### src/rtl/tge_snap_pkg.sv
// Shared definitions for the 10GbE RX snapshot capture controller:
// FSM encoding, control-word bit indices and status-word layout.
package tge_snap_pkg;

  // Capture FSM encoding as seen by software in status[29:28]
  typedef enum logic [1:0] {
    SNAP_IDLE      = 2'd0,
    SNAP_WAIT_TRIG = 2'd1,
    SNAP_CAPTURE   = 2'd2,
    SNAP_DONE      = 2'd3
  } snap_state_e;

  // Plain constants for the FSM register, same encoding as the enum
  localparam logic [1:0] ST_IDLE      = 2'd0;
  localparam logic [1:0] ST_WAIT_TRIG = 2'd1;
  localparam logic [1:0] ST_CAPTURE   = 2'd2;
  localparam logic [1:0] ST_DONE      = 2'd3;

  // Control word bit indices
  localparam int CTRL_ARM   = 0;
  localparam int CTRL_TRIG  = 1;
  localparam int CTRL_WE    = 2;
  localparam int CTRL_EOF   = 3;
  localparam int CTRL_ABORT = 4;

  // Status word bit positions
  localparam int STAT_DONE     = 31;
  localparam int STAT_BUSY     = 30;
  localparam int STAT_STATE_HI = 29;
  localparam int STAT_STATE_LO = 28;
  // Count field is wide enough for the deepest legal capture (2^16 words)
  localparam int STAT_CNT_W    = 17;

  // Assemble the software-visible status word from FSM state and word count
  function automatic logic [31:0] pack_status(input logic [1:0]            st,
                                              input logic [STAT_CNT_W-1:0] cnt);
    logic [31:0] s;
    s                              = '0;
    s[STAT_DONE]                   = (st == ST_DONE);
    s[STAT_BUSY]                   = (st == ST_WAIT_TRIG) || (st == ST_CAPTURE);
    s[STAT_STATE_HI:STAT_STATE_LO] = st;
    s[STAT_CNT_W-1:0]              = cnt;
    return s;
  endfunction

endpackage

### src/rtl/tge_rx_snap_ctrl_if.sv
// RX stream and snapshot BRAM write port bundle.
// master: the capture controller (consumes RX, drives BRAM).
// slave : the surrounding system (drives RX, consumes BRAM writes).
interface tge_rx_snap_ctrl_if #(
  parameter int ADDR_W = 11,
  parameter int DATA_W = 64
) ();

  logic [DATA_W-1:0] rx_data;
  logic              rx_valid;
  logic              rx_eof;
  logic [ADDR_W-1:0] bram_addr;
  logic [DATA_W-1:0] bram_din;
  logic              bram_we;

  modport master (
    input  rx_data, rx_valid, rx_eof,
    output bram_addr, bram_din, bram_we
  );

  modport slave (
    output rx_data, rx_valid, rx_eof,
    input  bram_addr, bram_din, bram_we
  );

endinterface

### src/rtl/tge_snap_edge_det.sv
// Single-bit rising-edge detector. The history flop reset value is a
// parameter so a level already high when reset releases can be treated
// as "seen" and not produce a spurious edge.
module tge_snap_edge_det #(
  parameter logic RST_VAL = 1'b0
) (
  input  logic clk,
  input  logic rst_n,
  input  logic d,
  output logic rise
);

  logic d_q;
  logic d_d;

  // Next history value is simply the current input level
  always_comb begin
    d_d = d;
  end

  // History register, synchronous active-low reset
  always_ff @(posedge clk) begin
    if (!rst_n) begin
      d_q <= RST_VAL;
    end else begin
      d_q <= d_d;
    end
  end

  assign rise = d & ~d_q;

endmodule

### src/rtl/tge_rx_snap_ctrl.sv
// RX snapshot capture controller. Waits for an arm edge, optionally for
// the next frame start, then streams RX words into the snapshot BRAM
// until the buffer fills or (optionally) a frame ends. Reports progress
// through a status word. All BRAM outputs are registered.
module tge_rx_snap_ctrl
  import tge_snap_pkg::*;
#(
  parameter int ADDR_W = 11,
  parameter int DATA_W = 64
) (
  input  logic                 user_clk,
  input  logic                 user_rst_n,
  input  logic [31:0]          ctrl,
  tge_rx_snap_ctrl_if.master   bus,
  output logic [31:0]          status
);

  localparam logic [ADDR_W-1:0] ADDR_ONE = 1;
  localparam logic [ADDR_W:0]   CNT_ONE  = 1;

  // Decoded control bits
  logic arm_edge;
  logic trig_sel;
  logic we_sel;
  logic stop_on_eof;
  logic abort;

  // Upper control bits are reserved
  logic unused_ctrl_bits;
  assign unused_ctrl_bits = ^ctrl[31:5];

  assign trig_sel    = ctrl[CTRL_TRIG];
  assign we_sel      = ctrl[CTRL_WE];
  assign stop_on_eof = ctrl[CTRL_EOF];
  assign abort       = ctrl[CTRL_ABORT];

  // Arm history resets high: an arm bit held through reset is not an edge
  tge_snap_edge_det #(
    .RST_VAL (1'b1)
  ) u_arm_edge (
    .clk   (user_clk),
    .rst_n (user_rst_n),
    .d     (ctrl[CTRL_ARM]),
    .rise  (arm_edge)
  );

  // State registers
  logic [1:0]        state_q,     state_d;
  logic [ADDR_W-1:0] addr_q,      addr_d;
  logic [ADDR_W:0]   count_q,     count_d;
  logic              in_frame_q,  in_frame_d;
  logic              bram_we_q,   bram_we_d;
  logic [ADDR_W-1:0] bram_addr_q, bram_addr_d;
  logic [DATA_W-1:0] bram_din_q,  bram_din_d;

  logic frame_start;
  logic store;
  logic last_addr;
  logic eof_stop;

  assign frame_start = bus.rx_valid & ~in_frame_q;
  assign last_addr   = (addr_q == {ADDR_W{1'b1}});
  assign eof_stop    = stop_on_eof & bus.rx_valid & bus.rx_eof;

  // Frame tracker: inside a frame after a non-final valid word
  always_comb begin
    in_frame_d = in_frame_q;
    if (bus.rx_valid) begin
      in_frame_d = ~bus.rx_eof;
    end
  end

  // Capture FSM, address/count counters and BRAM write staging
  always_comb begin
    state_d     = state_q;
    addr_d      = addr_q;
    count_d     = count_q;
    bram_we_d   = 1'b0;
    bram_addr_d = bram_addr_q;
    bram_din_d  = bram_din_q;
    store       = 1'b0;

    case (state_q)
      ST_IDLE, ST_DONE: begin
        if (arm_edge) begin
          addr_d  = '0;
          count_d = '0;
          state_d = trig_sel ? ST_WAIT_TRIG : ST_CAPTURE;
        end
      end
      ST_WAIT_TRIG: begin
        // The frame-start word itself is the first word captured
        store = frame_start;
      end
      ST_CAPTURE: begin
        store = we_sel | bus.rx_valid;
      end
      default: begin
        state_d = ST_IDLE;
      end
    endcase

    if (store) begin
      bram_we_d   = 1'b1;
      bram_addr_d = addr_q;
      bram_din_d  = bus.rx_data;
      addr_d      = addr_q + ADDR_ONE;
      count_d     = count_q + CNT_ONE;
      // Full buffer and EOF stop may coincide; either gives one DONE
      if (last_addr || eof_stop) begin
        state_d = ST_DONE;
      end else begin
        state_d = ST_CAPTURE;
      end
    end

    // Abort wins over everything, including a same-cycle arm edge
    if (abort) begin
      state_d     = ST_IDLE;
      addr_d      = addr_q;
      count_d     = count_q;
      bram_we_d   = 1'b0;
      bram_addr_d = bram_addr_q;
      bram_din_d  = bram_din_q;
    end
  end

  // Register update with synchronous active-low reset
  always_ff @(posedge user_clk) begin
    if (!user_rst_n) begin
      state_q     <= ST_IDLE;
      addr_q      <= '0;
      count_q     <= '0;
      in_frame_q  <= 1'b0;
      bram_we_q   <= 1'b0;
      bram_addr_q <= '0;
      bram_din_q  <= '0;
    end else begin
      state_q     <= state_d;
      addr_q      <= addr_d;
      count_q     <= count_d;
      in_frame_q  <= in_frame_d;
      bram_we_q   <= bram_we_d;
      bram_addr_q <= bram_addr_d;
      bram_din_q  <= bram_din_d;
    end
  end

  assign bus.bram_we   = bram_we_q;
  assign bus.bram_addr = bram_addr_q;
  assign bus.bram_din  = bram_din_q;

  // Status is a pure function of registered state, so it moves with bram_we
  assign status = pack_status(state_q, STAT_CNT_W'(count_q));

endmodule

### src/flat_wrapper.sv
// flat-port wrapper written by rule: the top's interface ports become plain ports
module tge_rx_snap_ctrl_flat import tge_snap_pkg::*;
#(
  parameter int ADDR_W = 11,
  parameter int DATA_W = 64
)
  (user_clk, user_rst_n, ctrl, status, bus_rx_data, bus_rx_valid, bus_rx_eof, bus_bram_addr, bus_bram_din, bus_bram_we);
  tge_rx_snap_ctrl_if #(.ADDR_W(ADDR_W), .DATA_W(DATA_W)) bus_i ();
  input  logic user_clk;
  input  logic user_rst_n;
  input  logic [31:0] ctrl;
  output logic [31:0] status;
  input wire logic [$bits(bus_i.rx_data)-1:0] bus_rx_data;
  input wire logic [$bits(bus_i.rx_valid)-1:0] bus_rx_valid;
  input wire logic [$bits(bus_i.rx_eof)-1:0] bus_rx_eof;
  output wire logic [$bits(bus_i.bram_addr)-1:0] bus_bram_addr;
  output wire logic [$bits(bus_i.bram_din)-1:0] bus_bram_din;
  output wire logic [$bits(bus_i.bram_we)-1:0] bus_bram_we;
  assign bus_i.rx_data = bus_rx_data;
  assign bus_i.rx_valid = bus_rx_valid;
  assign bus_i.rx_eof = bus_rx_eof;
  assign bus_bram_addr = bus_i.bram_addr;
  assign bus_bram_din = bus_i.bram_din;
  assign bus_bram_we = bus_i.bram_we;
  tge_rx_snap_ctrl #(.ADDR_W(ADDR_W), .DATA_W(DATA_W)) u_core (.user_clk(user_clk), .user_rst_n(user_rst_n), .ctrl(ctrl), .bus(bus_i), .status(status));
endmodule
### config.mk
export PLATFORM = sky130hd
export DESIGN_NAME = tge_rx_snap_ctrl_flat
export DESIGN_NICKNAME = d
export VERILOG_FILES = /design/src/rtl/tge_snap_pkg.sv /design/src/rtl/tge_rx_snap_ctrl_if.sv /design/src/rtl/tge_snap_edge_det.sv /design/src/rtl/tge_rx_snap_ctrl.sv /design/src/flat_wrapper.sv
export SDC_FILE = /design/constraint.sdc
export NUM_CORES = 1
export LEC_CHECK = 0
export BUFFER_PORTS_ARGS = -buffer_cell sky130_fd_sc_hd__buf_2
export CAP_MARGIN = 20
export CORE_MARGIN = 4
export CORE_UTILIZATION = 30
export CTS_CLUSTER_SIZE = 24
export DETAILED_ROUTE_END_ITERATION = 12
export SYNTH_ARGS = -nofsm -noshare
export SYNTH_HDL_FRONTEND = slang
export SYNTH_HIERARCHICAL = 1
export SYNTH_SLANG_ARGS = --single-unit
### constraint.sdc
create_clock -name user_clk -period 4.1 [get_ports user_clk]
set_clock_uncertainty 0.1 [all_clocks]
set_input_delay 0.205 -clock user_clk [delete_from_list [all_inputs] [get_ports user_clk]]
set_output_delay 0.205 -clock user_clk [all_outputs]
set_load 0.05 [all_outputs]
# Yosys cells after proc, flatten, opt, wreduce, memory -nomap -nowiden
# Cells that the tools add are included.
dict set report word_totals {
  register_bits 103
  inputBits 100
  word_cells 47
}
dict set report classes {
  add_sub_neg 2
  eq_ne 4
  mux 13
  bitwise_logic 10
  n_reduce_logical 10
}
# cell count
set op_table {}
lappend op_table {{$mux W12} 3}
lappend op_table {{$mux W11} 3}
lappend op_table {{$add A12 B1 Y12 const B} 1}
lappend op_table {{$add A11 B1 Y11 const B} 1}
lappend op_table {{$eq A11 B11 Y1 const B} 1}
lappend op_table {{$mux W2} 4}
lappend op_table {{$not A1 Y1} 5}
lappend op_table {{$and A1 B1 Y1} 4}
lappend op_table {{$eq A2 B2 Y1 const B} 2}
lappend op_table {{$reduce_and A2 Y1} 2}
lappend op_table {{$reduce_bool A2 Y1} 2}
lappend op_table {{$reduce_or A2 Y1} 2}
lappend op_table {{$reduce_and A3 Y1} 1}
lappend op_table {{$eq A2 B1 Y1 const B} 1}
lappend op_table {{$logic_not A2 Y1} 1}
lappend op_table {{$logic_or A1 B1 Y1} 2}
lappend op_table {{$mux W1} 2}
lappend op_table {{$pmux W1 S2} 1}
lappend op_table {{$or A1 B1 Y1} 1}

# Longest topological paths before layout
# Gate-level depths: netlist of run 1.
dict set report logic_depth {
  ltp_word 5
  depth_mapped 8
}

# Modules after synthesis
# Netlist of run 1, hierarchy kept.
# mod n_inst cells_each area_per_inst_um2 seq_area_each_um2
set by_module_without_submodules {}
lappend by_module_without_submodules {tge_rx_snap_ctrl 1 519 4406.7 2042.0}
lappend by_module_without_submodules {tge_snap_edge_det 1 3 40.0 20.0}

# Worst setup path after synthesis of run 1
# OpenSTA, ideal clock, no wires.
dict set report synth_path {
  kind {reg2reg}
  from {reg u_core.state_q[0]}
  to {reg u_core.count_q[5]}
  setup_time_ns 0.072
  t_arrival_ns 2.088
  required_time_ns 3.928
  path_slack_ns 1.840
  path_stages_with_launch 8
  period_less_slack_ns 2.260
  cell_sequence {dfxtp_1 inv_1 ha_1 nor2_4 o211ai_2 buf_2 a211oi_1 mux2i_1}
}
dict set report synth_between {
  elab_chain_len 4
}
# element line_no
set synth_rtl {}
lappend synth_rtl {{start, declared} tge_rx_snap_ctrl.sv:48} ;# logic [1:0] state_q, state_d;
lappend synth_rtl {{start signal, assigned} tge_rx_snap_ctrl.sv:139} ;# state_q <= state_d;
lappend synth_rtl {{$eq A2 B2 Y1, or another cell as far along} tge_rx_snap_ctrl.sv:83} ;# case (state_q)
lappend synth_rtl {{$pmux W1 S2 / $reduce_or A2 Y1 (equally long branches)} tge_rx_snap_ctrl.sv:83}
lappend synth_rtl {{$reduce_bool A2 Y1 (no line)} -}
lappend synth_rtl {{$reduce_and A3 Y1 (no line)} -}
lappend synth_rtl {{end signal, assigned} tge_rx_snap_ctrl.sv:141} ;# count_q <= count_d;
lappend synth_rtl {{end, declared} tge_rx_snap_ctrl.sv:50} ;# logic [ADDR_W:0] count_q, count_d;
# Parallel ways exist; a longest one is shown, timed or not.
# A chain may end at the register's enable or synchronous reset.

# Worst setup path in the final report of run 1
dict set report layout_path {
  from {reg u_core.state_q[0]}
  to {reg u_core.bram_din_q[10], in the netlist u_core/bus.bram_din[10]}
}
dict set report layout_between {
  elab_chain_len 3
}
# element line_no
set layout_rtl {}
lappend layout_rtl {{$eq A2 B2 Y1 / $eq A2 B1 Y1 (equally long branches)} tge_rx_snap_ctrl.sv:83}
lappend layout_rtl {{$pmux W1 S2 *} tge_rx_snap_ctrl.sv:83}
lappend layout_rtl {{$reduce_and A2 Y1 (no line) *} -}
lappend layout_rtl {{end signal, assigned} tge_rx_snap_ctrl.sv:145} ;# bram_din_q <= bram_din_d;
lappend layout_rtl {{end, declared} tge_rx_snap_ctrl.sv:54} ;# logic [DATA_W-1:0] bram_din_q, bram_din_d;
# Mark *: on every way between the ends. The rest lies on a longest branch, timed or not.

==> flow_summary.rst, run 1 <==
.. list-table::
   :header-rows: 1

   * - Metric
     - Value
   * - Chip height
     - 130 um
   * - LEAKAGE
     - ~2.6 nW
   * - Worst flop-to-flop path endpoint
     - u_core/bus.bram_din[10]
   * - Share of synthesized registers carrying an async set or reset
     - 0
   * - Top cell type's share of synthesized area
     - 0.464
   * - DRC violation count after routing
     - 0
   * - Root Buffer
     - sky130_fd_sc_hd__clkbuf_16
   * - Crit path kind
     - flip-flop to flip-flop
   * - FF+latch area
     - roughly 2100 sq um
   * - Initial DRT Pass Iterations
     - 4
   * - Final net count
     - 809
   * - H-tree levels
     - 3
   * - Diodes inserted
     - 0
   * - Worst R2R Start
     - u_core/state_q[0]
   * - Data required time of the critical path
     - 4260 ps
   * - GRT Resource Usage Total
     - 0.136
   * - Layout overhead on the synthesized area
     - 36.8%
   * - Count of hold buffers inserted by post-cts repair
     - 39
   * - Starting utilization of the core area
     - 0.306
   * - Mean number of vias per cell
     - between 4 and 5
   * - Clock-pin slew of the registers on the worst-case setup and hold paths
     - about 70 ps
   * - Cell types with the highest counts after synthesis
     - sky130_fd_sc_hd__nand2_1, sky130_fd_sc_hd__dfxtp_1, sky130_fd_sc_hd__a21boi_0, sky130_fd_sc_hd__a21boi_1, sky130_fd_sc_hd__buf_2
   * - Crit path arrival time
     - 2720 ps
   * - Number of register bits inferred by synthesis
     - 103
   * - Via count of the first global-routing pass
     - approximately 4k
   * - Count of flip-flops with a built-in enable after synthesis
     - 0
   * - Violation count after the first detailed-routing iteration
     - between 100 and 150
   * - Worst Path Max Fanout
     - 46
   * - Horizontal extent of the die
     - 130 um
   * - Total Power Consumption
     - approximately 0.0022 W
   * - Post-layout instance count excluding filler cells
     - 893
   * - # placed instances
     - around 840
   * - Number of different library cells in the post-synthesis netlist
     - 46
   * - Worst setup slack for register-to-register paths
     - 1530 ps
   * - Io pins
     - 208
   * - Number of antenna violations at the first check in global routing
     - 0
   * - Count of clock tree sinks
     - 103
   * - Fraction of final layout cells sized beyond drive strength 1
     - 0.274
   * - Most frequent cell after synthesis
     - sky130_fd_sc_hd__nand2_1
   * - Final-report hold violation count
     - 0
   * - Power density cells
     - about 360 nW/um^2
   * - Terminating pin of the worst hold path
     - u_core/bus.bram_din[46]
   * - Largest net degree at the start of global routing
     - 81
   * - Worst min path class
     - input port to flip-flop
   * - Die area
     - approximately 17,000 sq um
   * - Later-pin clock latency in the skew report
     - between 300 and 400 ps
   * - Max-slew headroom
     - 0.288
   * - Depth of the most critical reg-to-reg path
     - 7
   * - Post-Synthesis Cells
     - 522
   * - Start point of the worst hold path
     - bus_rx_data[46]
   * - Post-synthesis sequential area ratio
     - 0.464
   * - Most used flip-flop cell after synthesis
     - sky130_fd_sc_hd__dfxtp_1
   * - First-pass GRT wire length
     - around 19 mm
   * - Final setup violation count
     - 0
   * - Post-cts resize count
     - 0
   * - TritonCTS buffer count
     - 9
   * - Final weighted congestion in routability-driven placement
     - 0.774
   * - Number of warnings printed during yosys synthesis
     - 6
   * - Residual antenna-violating net count after detailed routing
     - 0
   * - Total core area
     - 14,500 sq um
   * - Unrepaired setup endpoints after global routing
     - no
   * - Max-cap viol count
     - 0
   * - Average instance area after synthesis
     - between 8 and 9 sq um
   * - Final period util
     - 0.626
   * - IO Port Bufs
     - 164
   * - Post-synth top area cell
     - sky130_fd_sc_hd__dfxtp_1
   * - Deepest clock path buffer count
     - 2
   * - Crit. End Element
     - flip-flop
   * - Total via count after detailed routing
     - approximately 4k
   * - Slowest-stage cell, CP
     - sky130_fd_sc_hd__o221ai_4
   * - Aggregate global routing overflow
     - 0
   * - Clock tree from TritonCTS
     - done
   * - Worst hold path depth
     - 3
   * - Cell types with the largest area share after synthesis
     - sky130_fd_sc_hd__dfxtp_1, sky130_fd_sc_hd__nand2_1, sky130_fd_sc_hd__a21boi_0, sky130_fd_sc_hd__a21boi_1, sky130_fd_sc_hd__buf_4
   * - Maximum clock frequency
     - ~390 MHz
   * - Drt wl/cell
     - 13.0 um
   * - Maximum vdd ir drop
     - 193 uV
   * - Sum of negative setup slack
     - 0 ps
   * - Worst stage delay on the critical path
     - about 810 ps
   * - Type of origin of the critical path
     - flip-flop
   * - Slew @ Worst Pin
     - between 1000 and 1500 ps
   * - Area of combinational cells with multiple inputs
     - around 2100 sq um
   * - Clock period minus final worst setup slack
     - 2570 ps
   * - # rows
     - 44
   * - List of cells traversed by the critical path
     - inv_1, ha_1, and2_4, o221ai_4, buf_12, nand2_1, a21boi_0
   * - Result of the run
     - finished, final reports clean
   * - Synth Cell Area
     - 4450 sq um
   * - Aggregate routed wire length
     - roughly 12 mm
   * - HPWL after DPL
     - 7.64 mm
   * - Number of filler instances in the final layout
     - around 1.5k
   * - Setup fix buffers added after clock tree synthesis
     - 0
   * - Pins over their slew limit
     - 0
## metal layers
layer	global-route usage	wire (um)	up-vias
met5	0	0	-
met4	0.0709	336	0
met3	0.0266	648	24
met2	0.233	5610	109
met1	0.162	4980	1853
li1	-	-	2084
## cells in the final DEF, fill, tap and decap left out, drive strengths merged
| cell type | netlist | final |
|---|---|---|
| nand2b | 11 | 11 |
| a32oi | 2 | 2 |
| nor2 | 5 | 5 |
| or2 | 1 | 1 |
| a2bb2oi | 1 | 1 |
| nand4b | 2 | 2 |
| mux2i | 10 | 10 |
| and3 | 4 | 4 |
| a21oi | 11 | 11 |
| o221ai | 2 | 2 |
| o21a | 3 | 3 |
| o221a | 1 | 1 |
| nand4 | 8 | 8 |
| o21ai | 9 | 9 |
| bufinv | 0 | 4 |
| a211oi | 7 | 7 |
| nor2b | 4 | 4 |
| clkinv | 0 | 1 |
| a211o | 3 | 3 |
| nand3b | 1 | 1 |
| o311a | 1 | 1 |
| clkbuf | 10 | 11 |
| a21boi | 77 | 77 |
| and2 | 3 | 3 |
| and4 | 1 | 1 |
| conb | 1 | 16 |
| o31ai | 1 | 1 |
| ha | 5 | 5 |
| dlygate4sd3 | 0 | 39 |
| inv | 4 | 4 |
| nor4b | 1 | 1 |
| nand2 | 174 | 174 |
| buf | 41 | 168 |
| a2111o | 4 | 4 |
| dfxtp | 103 | 103 |
| o211ai | 2 | 2 |
| nand3 | 9 | 9 |
## metrics by stage
stage               worst slack (ps)  hold slack, ps   util  instance area (sq um)
global route                    1290            3.21  0.419                   6080
floorplan                       1840             178      -                   4500
CTS                             1470         0.00372  0.418                   6070
global placement                1600             310  0.365                   5310
finish                          1530            12.6  0.419                   6080
detailed placement              1460             312  0.365                   5310
## critical path: cells and delay by family (launching register included)
| kind | cells | cell delay [ps] |
|---|---|---|
| fa+ha+maj | 1 | 280 |
| simple gates | 2 | 280 |
| buf+inv | 2 | 370 |
| flops | 1 | 410 |
| compound gates | 2 | 1010 |
## state kept, by name, summed over array words and instances, names as in the netlist
signal / cells
u_core/count_q: 12
u_core/bus.bram_addr: 11
u_core/state_q: 2
u_core/u_arm_edge/d_q: 1
u_core/bus.bram_din: 64
u_core/addr_q: 11
u_core/in_frame_q: 1
u_core/bus.bram_we: 1
## cell families (layout without fill, tap and decap cells)
kind of cell	count (synthesis)	after routing	share of synthesized area
mux	10	10	0.0225
buf+inv	55	227	0.0692
simple gates	224	224	0.221
other cells	1	16	0.000843
flops	103	103	0.464
compound gates	124	124	0.209
fa+ha+maj	5	5	0.0141
## cell type report
type | instances | share of cell area
multi-input cells | 379 | 0.352
repair buffers | 207 | 0.207
clock inverters | 5 | 0.0212
inverters | 4 | 0.00247
clock buffers | 11 | 0.0399
flip-flops and latches | 103 | 0.339
well taps | 184 | 0.0378
## worst max-delay path by stage
| stage | from | depth (start not counted) | slack (ps) | end |
|---|---|---|---|---|
| after floorplan | u_core/state_q[0] | 7 | 1840 | u_core/count_q[5] |
| after global placement | u_core/state_q[0] | 7 | 1600 | u_core/bus.bram_din[25] |
| after detailed placement | u_core/state_q[0] | 7 | 1460 | u_core/bus.bram_din[10] |
| after CTS | u_core/state_q[0] | 7 | 1470 | u_core/bus.bram_din[10] |
| after global routing | u_core/state_q[0] | 7 | 1290 | u_core/bus.bram_din[11] |
| final | u_core/state_q[0] | 7 | 1530 | u_core/bus.bram_din[10] |
## where the power goes
| group | internal, W | switching, W |
|---|---|---|
| clock network | 0.000677 | 0.000371 |
| logic | 0.0000673 | 0.0000796 |
| registers | 0.00100 | 0.00000147 |
(Power assumes the default switching activity.)
==> run 2: changes to the inputs <==
Clock period 4.1 ns to 2.5 ns, I/O delays scaled along.
==> run 2 against run 1 <==
Cell area grew 4.7%. Non-clock buffer count grew 33. Critical path depth is the same. Routed wire length grew 4.6%. Clock power grew 50%. Setup slack lost 1300 ps. Combinational power grew 89%. Sequential share of layout area shrank 1.5 points. Sequential power grew 65%. Highest routed layer unchanged.
==> flow_summary.rst, run 2 (synthesized netlist as in run 1, its figures left out) <==
.. list-table::
   :header-rows: 1

   * - Metric
     - Value
   * - Buffers plus inverters on the worst setup path
     - 2
   * - DRC violation count after routing
     - 0
   * - Unrepaired setup endpoints after global routing
     - no
   * - Clock period minus final worst setup slack
     - about 2300 ps
   * - Max-cap viol count
     - 0
   * - Layout overhead on the synthesized area
     - 43.3%
   * - Result of the run
     - finished, final reports clean
   * - Aggregate routed wire length
     - between 10 and 15 mm
   * - Final period util
     - 0.926
   * - Routed length on met1
     - roughly 5.2 mm
   * - Worst setup slack for register-to-register paths
     - between 150 and 200 ps
   * - Worst min path class
     - input port to flip-flop
   * - Starting utilization of the core area
     - 0.306
   * - Later-pin clock latency in the skew report
     - 340 ps
   * - # rows
     - 44
   * - Aggregate global routing overflow
     - 0
   * - Max-slew headroom
     - 0.621
   * - TritonCTS buffer count
     - 9
   * - Max FFs per register
     - 64
   * - Horizontal extent of the die
     - between 100 and 150 um
   * - Final worst slack
     - 184 ps
   * - Post-place setup slack
     - between 150 and 200 ps
   * - Post-cts resize count
     - 0
   * - Worst Setup EP
     - u_core/count_q[6]
   * - List of cells traversed by the critical path
     - inv_1, ha_1, nor2_4, o211ai_2, buf_4, a211oi_1, mux2i_1
   * - Top library cells by usage in the layout, fill and taps aside
     - sky130_fd_sc_hd__nand2_1, sky130_fd_sc_hd__buf_2, sky130_fd_sc_hd__dfxtp_1
   * - Chip height
     - between 100 and 150 um
   * - First-pass GRT wire length
     - 19.0 mm
   * - Worst stage delay on the critical path
     - 400 ps
   * - Type of origin of the critical path
     - flip-flop
   * - Highest layer used for signal routing
     - met4
   * - Deepest clock path buffer count
     - 2
   * - Slew @ Worst Pin
     - approximately 570 ps
   * - Clock tree from TritonCTS
     - done
   * - Residual antenna-violating net count after detailed routing
     - 0
   * - Violation count after the first detailed-routing iteration
     - 143
   * - Data required time of the critical path
     - 2680 ps
   * - Maximum vdd ir drop
     - ~320 uV
   * - Final-report hold violation count
     - 0
   * - Worst Path Max Fanout
     - 15
   * - Family with the most delay on the worst path
     - compound AO/OA/AOI/OAI gates
   * - Number of antenna violations at the first check in global routing
     - 0
   * - Start point of the worst hold path
     - user_rst_n
   * - Maximum clock frequency
     - approximately 430 MHz
   * - Final net count
     - 842
   * - Number of filler instances in the final layout
     - about 1.4k
   * - Clock-pin slew of the registers on the worst-case setup and hold paths
     - around 80 ps
   * - LEAKAGE
     - around 2.7 nW
   * - Drt wl/cell
     - between 10 and 15 um
   * - Depth of the most critical reg-to-reg path
     - 7
   * - FF+latch area
     - just over 2000 sq um
   * - Worst R2R Start
     - u_core/state_q[0]
   * - Crit path kind
     - flip-flop to flip-flop
   * - IO Port Bufs
     - 164
   * - Crit path arrival time
     - around 2500 ps
   * - Total core area
     - ~15,000 sq um
   * - Launching instance or port of the critical path
     - u_core/state_q[0]
   * - Slowest-stage cell, CP
     - sky130_fd_sc_hd__dfxtp_1
   * - Amount of wire on met2 after detailed routing
     - around 6.0 mm
   * - Io pins
     - about 210
   * - Total via count after detailed routing
     - 4,270
   * - H-tree levels
     - 3
   * - Power density cells
     - approximately 550 nW/um^2
   * - Final setup violation count
     - 0
   * - Cell depth of the worst setup path
     - 7
   * - Root Buffer
     - sky130_fd_sc_hd__clkbuf_16
   * - Die area
     - around 17,000 sq um
   * - Largest net degree at the start of global routing
     - 81
   * - Detailed route wirelength on metal3
     - slightly above 600 um
   * - Most common cell after layout, fill and taps aside
     - sky130_fd_sc_hd__nand2_1
   * - GRT Resource Usage Total
     - 0.140
   * - Initial DRT Pass Iterations
     - 4
   * - Sum of negative setup slack
     - 0 ps
   * - Via count of the first global-routing pass
     - between 4k and 5k
   * - Mean number of vias per cell
     - approximately 4.6
   * - Area of combinational cells with multiple inputs
     - 2140 sq um
   * - HPWL after DPL
     - 8.14 mm
   * - Pins over their slew limit
     - 0
   * - Final weighted congestion in routability-driven placement
     - around 0.77
   * - Crit. End Element
     - flip-flop
   * - Worst flop-to-flop path endpoint
     - u_core/count_q[6]
   * - Count of clock tree sinks
     - between 100 and 150
   * - Fraction of final layout cells sized beyond drive strength 1
     - 0.268
[run 2: layout make-up]
cell class | instances | area share
diodes | 1 | 0.000393
inverters | 4 | 0.00236
well taps | 184 | 0.0361
repair buffers | 240 | 0.247
clock buffers | 12 | 0.0418
multi-input cells | 379 | 0.337
clock inverters | 4 | 0.0120
flip-flops and latches | 103 | 0.324
[run 2: worst min-delay path by stage]
| stage | endpoint | cells past startpoint |
|---|---|---|
| finish | u_core/u_arm_edge/d_q | 2 |
| CTS | u_core/u_arm_edge/d_q | 2 |
| global route | u_core/u_arm_edge/d_q | 2 |
| detailed placement | u_core/in_frame_q | 2 |
| floorplan | u_core/u_arm_edge/d_q | 1 |
| global placement | u_core/in_frame_q | 2 |
[run 2: metal layers]
metal | vias up | GRT usage
li1 | 2158 | -
met1 | 1969 | 0.161
met2 | 120 | 0.251
met3 | 23 | 0.0229
met4 | 0 | 0.0697
met5 | - | 0
[run 2: through the flow]
step           area, sq um  cells  utilization  hold WS, ps  power, W
3_5_place_dp          5350    842        0.368          227   0.00188
5_1_grt               6370    926        0.438         38.3   0.00365
4_1_cts               6370    926        0.438         15.8   0.00356
2_1_floorplan         4500    537            -         98.0   0.00182
6_report              6370    927        0.438         27.4   0.00349
3_3_place_gp          5350    842        0.368          225   0.00187
[run 2: power by group]
part,leakage [nW],total (W),switching [W],internal [W]
registers,0.830,0.00165,0.00000238,0.00164
logic,1.69,0.000278,0.000137,0.000141
clock network,0.165,0.00157,0.000608,0.000961
total,2.68,0.00349,0.000747,0.00275
[run 2: worst register-to-register path, delay by kind of cell, from the launching register on]
| kind | cells | cell delay [ps] |
|---|---|---|
| mux | 1 | 240 |
| buf+inv | 2 | 370 |
| simple gates | 1 | 210 |
| fa+ha+maj | 1 | 390 |
| compound gates | 2 | 540 |
| flops | 1 | 400 |
[run 2: what timing repair did]
item                                   in CTS  in global routing
setup endpoints to repair                   0                  0
hold buffers                               68                  0
endpoints found under the hold margin      67                  0
buffers inserted                            0                  0
